[src/rtl/fib_bcd.sv]
// Sequential binary-to-BCD converter (double dabble, one bit per clock) with
// significant-digit count, using a 4-phase req/ack handshake.
module fib_bcd #(
  parameter int N_IN  = 64,
  parameter int N_DIG = 20
) (
  input  logic                 clk,
  input  logic                 rst,
  input  logic                 req,
  input  logic [N_IN-1:0]      bin,
  output logic                 ack,
  output logic [4*N_DIG-1:0]   bcd,
  output logic [7:0]           ndig
);

  localparam int CNT_W = $clog2(N_IN + 1);
  localparam logic [CNT_W-1:0] LAST = CNT_W'(N_IN - 1);

  localparam logic [1:0] IDLE  = 2'd0;
  localparam logic [1:0] SHIFT = 2'd1;
  localparam logic [1:0] DONE  = 2'd2;

  logic [1:0]           state_q, state_d;
  logic [CNT_W-1:0]     cnt_q, cnt_d;
  logic [N_IN-1:0]      shift_q, shift_d;
  logic [4*N_DIG-1:0]   work_q, work_d;
  logic [4*N_DIG-1:0]   adj;
  logic [4*N_DIG-1:0]   bcd_q, bcd_d;
  logic [7:0]           ndig_q, ndig_d;
  logic                 ack_q, ack_d;

  // Pre-shift correction: any digit >= 5 would overflow past 9 once doubled.
  function automatic logic [4*N_DIG-1:0] add3_all(input logic [4*N_DIG-1:0] w);
    logic [4*N_DIG-1:0] r;
    r = w;
    for (int i = 0; i < N_DIG; i++) begin
      if (w[4*i +: 4] >= 4'd5) r[4*i +: 4] = w[4*i +: 4] + 4'd3;
    end
    return r;
  endfunction

  function automatic logic [7:0] count_digits(input logic [4*N_DIG-1:0] w);
    logic [7:0] n;
    n = 8'd1;
    for (int i = 0; i < N_DIG; i++) begin
      if (w[4*i +: 4] != 4'd0) n = 8'(i + 1);
    end
    return n;
  endfunction

  always_comb begin
    state_d = state_q;
    cnt_d   = cnt_q;
    shift_d = shift_q;
    work_d  = work_q;
    bcd_d   = bcd_q;
    ndig_d  = ndig_q;
    ack_d   = ack_q;
    adj     = add3_all(work_q);
    case (state_q)
      IDLE: begin
        if (req) begin
          shift_d = bin;
          work_d  = '0;
          cnt_d   = '0;
          state_d = SHIFT;
        end
      end
      SHIFT: begin
        {work_d, shift_d} = {adj, shift_q} << 1;
        cnt_d = cnt_q + 1'b1;
        if (cnt_q == LAST) begin
          bcd_d   = work_d;
          ndig_d  = count_digits(work_d);
          ack_d   = 1'b1;
          state_d = DONE;
        end
      end
      DONE: begin
        if (!req) begin
          ack_d   = 1'b0;
          state_d = IDLE;
        end
      end
      default: state_d = IDLE;
    endcase
  end

  always_ff @(posedge clk) begin
    if (rst) begin
      state_q <= IDLE;
      cnt_q   <= '0;
      ack_q   <= 1'b0;
      bcd_q   <= '0;
      ndig_q  <= 8'd1;
    end else begin
      state_q <= state_d;
      cnt_q   <= cnt_d;
      ack_q   <= ack_d;
      bcd_q   <= bcd_d;
      ndig_q  <= ndig_d;
    end
  end

  // Working registers are don't-care outside SHIFT, so they carry no reset.
  always_ff @(posedge clk) begin
    shift_q <= shift_d;
    work_q  <= work_d;
  end

  assign ack  = ack_q;
  assign bcd  = bcd_q;
  assign ndig = ndig_q;

endmodule
[config.mk]
export PLATFORM = sky130hd
export DESIGN_NAME = fib_bcd
export DESIGN_NICKNAME = d
export VERILOG_FILES = /design/src/rtl/fib_bcd.sv
export SDC_FILE = /design/constraint.sdc
export NUM_CORES = 1
export LEC_CHECK = 0
export CORE_ASPECT_RATIO = 1.2
export CORE_UTILIZATION = 55
export DETAILED_ROUTE_END_ITERATION = 10
export PLACE_DENSITY_LB_ADDON = 0.25
export SKIP_LAST_GASP = 1
export SYNTH_ARGS = -nofsm -noshare
export SYNTH_HDL_FRONTEND = slang
export SYNTH_SLANG_ARGS = --single-unit
[constraint.sdc]
create_clock -name clk -period 6.9 [get_ports clk]
set_input_delay 1.38 -clock clk [delete_from_list [all_inputs] [get_ports clk]]
set_output_delay 1.38 -clock clk [all_outputs]
set_load 0.02 [all_outputs]
After elaboration in Yosys (flattened, before gate mapping):

Index checks and enable logic that the tools add are counted.

* multiplexer cells: 52
* equal/unequal tests: 6
* $lt $le $gt $ge: 20
* $add $sub $neg: 21
* reductions and logical operators: 26

Operators with widths (number)
* 80-bit case mux with 2 select lines: 1
* 8-bit 2-to-1 mux: 18
* 64-bit case mux with 2 select lines: 1
* 4-bit by 3-bit greater-or-equal comparator with 1-bit output, second input constant: 20
* 80-bit 2-to-1 mux: 1
* 4-bit by 2-bit adder with 4-bit output, second input constant: 19
* 4-bit 2-to-1 mux: 19
* 4-bit nonzero test: 19
* 64-bit 2-to-1 mux: 1
* 7-bit case mux with 2 select lines: 1
* 2-bit 2-to-1 mux: 4
* 7-bit by 1-bit adder with 7-bit output, second input constant: 1
* 7-bit by 6-bit equality test with 1-bit output, second input constant: 1
* 7-bit 2-to-1 mux: 1
* 2-bit != test, second input constant: 3
* 2-bit case mux with 3 select lines: 1
* 3-bit AND reduction: 2
* 2-bit AND reduction: 2
* 2-bit nonzero test: 2
* 3-bit by 2-bit adder with 3-bit output, second input constant: 1
* 3-bit 2-to-1 mux: 1
* 2-bit by 1-bit equality test with 1-bit output, second input constant: 1
* 2-bit equality test, second input constant: 1
* 2-bit logical NOT: 1
* other kinds (2): 3

* flip-flop bits (word level): 242
* output and inout port bits: 89

Logic depth before layout (Yosys ltp):

* word-level depth: 22
* depth in mapped cells: 9

Least setup slack after synthesis:

Ideal clock, no wire load.

* path type: input to register
* start point: input port req
* end point: register cnt_q[4]
* slack: 1.480 ns
* arrival time: 5.292 ns
* buffers on the path: 1
* stages on the path: 7
* cell sequence: nor2_1 -> or2_2 -> clkbuf_1 -> inv_1 -> o21ai_0 -> a21oi_1 -> nor2_1

* longest elaborated chain between the ends: 2

Ends and longest elaborated chain
* from (decl): RTL line 9 `input logic req,`
* 2-bit != test (no source line)
* 2-bit AND reduction (no source line)
* to (signal assigned): RTL line 98 `cnt_q <= cnt_d;`
* to (decl): RTL line 24 `logic [CNT_W-1:0] cnt_q, cnt_d;`

No other way between the ends.
A chain may end at the register's enable or synchronous reset.

Worst setup path in the final report:

* start point: input port req
* end point: register shift_q[31] (enable)

* longest elaborated chain between the ends: 2

Ends and longest elaborated chain
* 2-bit != test (no source line)
* 2-bit AND reduction (no source line)
* to (signal assigned): RTL line 107 `shift_q <= shift_d;`
* to (decl): RTL line 25 `logic [N_IN-1:0] shift_q, shift_d;`

No other way between the ends.

==> metrics.txt <==
power per cell area 258 nW/um2; antenna violations before repair 0; core area 20,400 um2; port buffer count 152; Most Used Layer, Global Route met2; hold buffers post-CTS 0; wire per inst 14.7 um; CTS sink count 239; Synth async-reset ratio 0%; Layout Utilization 68.6%; sequential share of the synthesized area 54.2%; DR DRC count 0; Hold/Removal Path Class reg -> reg; WP data required 7040 ps; htree depth 1; Skew-Pair Late Insertion Delay 510 ps; First DRT Iteration DRCs 529; Slew @ Worst Pin 1160 ps; worst setup path category in -> reg; cells after synthesis 1,199; Yosys top cell area share 37.6%; ys flop type edfxtp_1; Layout area overhead 21.8%; WP buf/inv 3; status complete, no violations; Slew Limit Fails 0; Global Route Usage Sum 22.5%; cell taking the most area after synthesis edfxtp_1; placed instance area 13,200 um2; fmax 284 MHz; gr ovfl total 0; Post-synth top cells 247 x nand2_1, 155 x nor2_1, 144 x edfxtp_1; met1 GRT Util 27.9%; Worst Setup End Kind register; Worst EP arrival 3660 ps; Die H 160 um; Fin Setup TNS 0 ps; Routed Antenna Nets 0; vias in the first global route 8,305; root buffer cell clkbuf_16; Largest stage delay, worst path 660 ps; ANT cells 0; cell with the most instances after synthesis nand2_1; first-pass GRT wire length 39,700 um; met2 Track Usage GR 39.4%; Boundary Pins 156; Rows 57; final hold violation count 0; Num CTS Buffers 24; Clock Skew 17.4 ps; dpl hpwl 15,400 um; RSZ-0062 raised after global routing false; element type at the critical path start primary input; Mapped Avg Cell Area 9.59 um2; Psw 0.000923 W; final critical-path required period 3520 ps; ranking of synthesized cells by area edfxtp_1 38%, dfxtp_1 17%, nand2_1 8.1%; grt met3 use 3.91%; Critical-path top delay cell inv_6; Cell Area, Synth 11,500 um2; Power, Total 0.00361 W; final setup fails 0; drt total wl 23,500 um; postcts setup bufs 0; placer congestion estimate 0.787; layout cells sized above 1 5.74%; relative max-transition margin 22.9%; filler cell count 1,637; internal power 0.00269 W; leakage 5.30 nW; Final Cycle Share 51.0%; post-DR vias/cell 5.41; sw frac 25.6%; CTS tree done; total number of vias 8,682; Netlist cell types 60; Max Buffers Root-to-Sink 3; largest net degree at the start of global routing 109; MaxCap Viol Count 0; Post-synth EDFFs 144; Initial Util 56.4%; number of iterations in the first detailed-routing pass 5; Worst VDD drop 0.000181 V; CTS-repair resized insts 0; final-stage net count 1,431; clock network fraction of design power 37.6%; Flop pwr share 47.3%; Largest delay share family, worst path buffers and inverters; CTS clk-pin slew, worst paths 60 ps; Final Cell Area 14,000 um2; Comb power frac 15.0%; flop and latch count out of synthesis 239; Max Fanout on Critical Path 99; yosys warns 0; cells along the critical path clkdlybuf4s50_1, nor2_1, or2_2, inv_6, buf_4; die area 21,500 um2; die span in x 134 um
## layout make-up
type	instances	area (um2)	share of cell area, %
Sequential cell	239	6230	44.5
Multi-Input combinational cell	859	4890	34.9
Timing Repair Buffer	156	1550	11.1
Clock buffer	37	753	5.38
Tap cell	265	332	2.37
Inverter	43	166	1.19
Clock inverter	7	85.1	0.608
## through the flow
stage	hold WS, ps	setup slack [ps]	cells
after floorplan	479	1480	1201
after global placement	441	2860	1562
after detailed placement	447	2830	1562
after CTS	456	3350	1606
after global routing	475	3230	1606
final	453	3380	1606
## power groups by stage
stage / Combinational [W] / Clock (W) / Sequential, W
3_3_place_gp: 0.000526 / 0 / 0.00173
6_report: 0.000543 / 0.00136 / 0.00171
2_1_floorplan: 0.000403 / 0 / 0.00172
4_1_cts: 0.000547 / 0.00139 / 0.00171
3_5_place_dp: 0.000542 / 0 / 0.00174
5_1_grt: 0.000616 / 0.00145 / 0.00172
## cells in the final DEF (no fill, tap or decap), drive strengths merged, types with 15 or more instances in the layout
master	n
a211oi	44
a21oi	107
and2	24
clkbuf	37
clkdlybuf4s50	151
dfxtp	95
edfxtp	144
ha	41
inv	44
mux2i	15
nand2	247
nand2b	24
nand3b	15
nor2	155
nor3b	37
o21ai	30
xnor2	19
## layer usage
| metal | vias up | share of wire [%] |
|---|---|---|
| met5 | - | 0 |
| met4 | 0 | 2.8 |
| met3 | 43 | 4.7 |
| met2 | 201 | 50 |
| met1 | 4035 | 43 |
| li1 | 4403 | - |
## registers in the layout, indices dropped and copies added (netlist names)
name / cells
shift_q: 64
state_q: 2
ack: 1
work_q: 80
bcd: 80
cnt_q: 7
ndig: 5
## cell families after synthesis
group | Yosys count | synth area share (%)
adder cells (fa/ha/maj) | 41 | 4.46
buffers and inverters | 103 | 3.54
AO/OA/AOI/OAI | 214 | 11.5
other | 1 | 0.0326
multiplexers | 24 | 2.19
XOR/XNOR | 19 | 1.45
flip-flops | 239 | 54.2
AND/OR/NAND/NOR | 558 | 22.7
## worst paths after layout
path | start | end | slack, ps | cells after the start
worst max-delay path | req | shift_q[31] | 3380 | 5
worst min-delay path | bcd[41] | bcd[41] | 450 | 2
worst max register to register | cnt_q[0] | ndig[0] | 4130 | 8
worst min register to register | bcd[41] | bcd[41] | 450 | 2
## worst min-delay path: stages (launching register included)
cell and delay (ps):
dfxtp_1 310, nand2_1 50, a21oi_1 50
(Power assumes the default switching activity.)
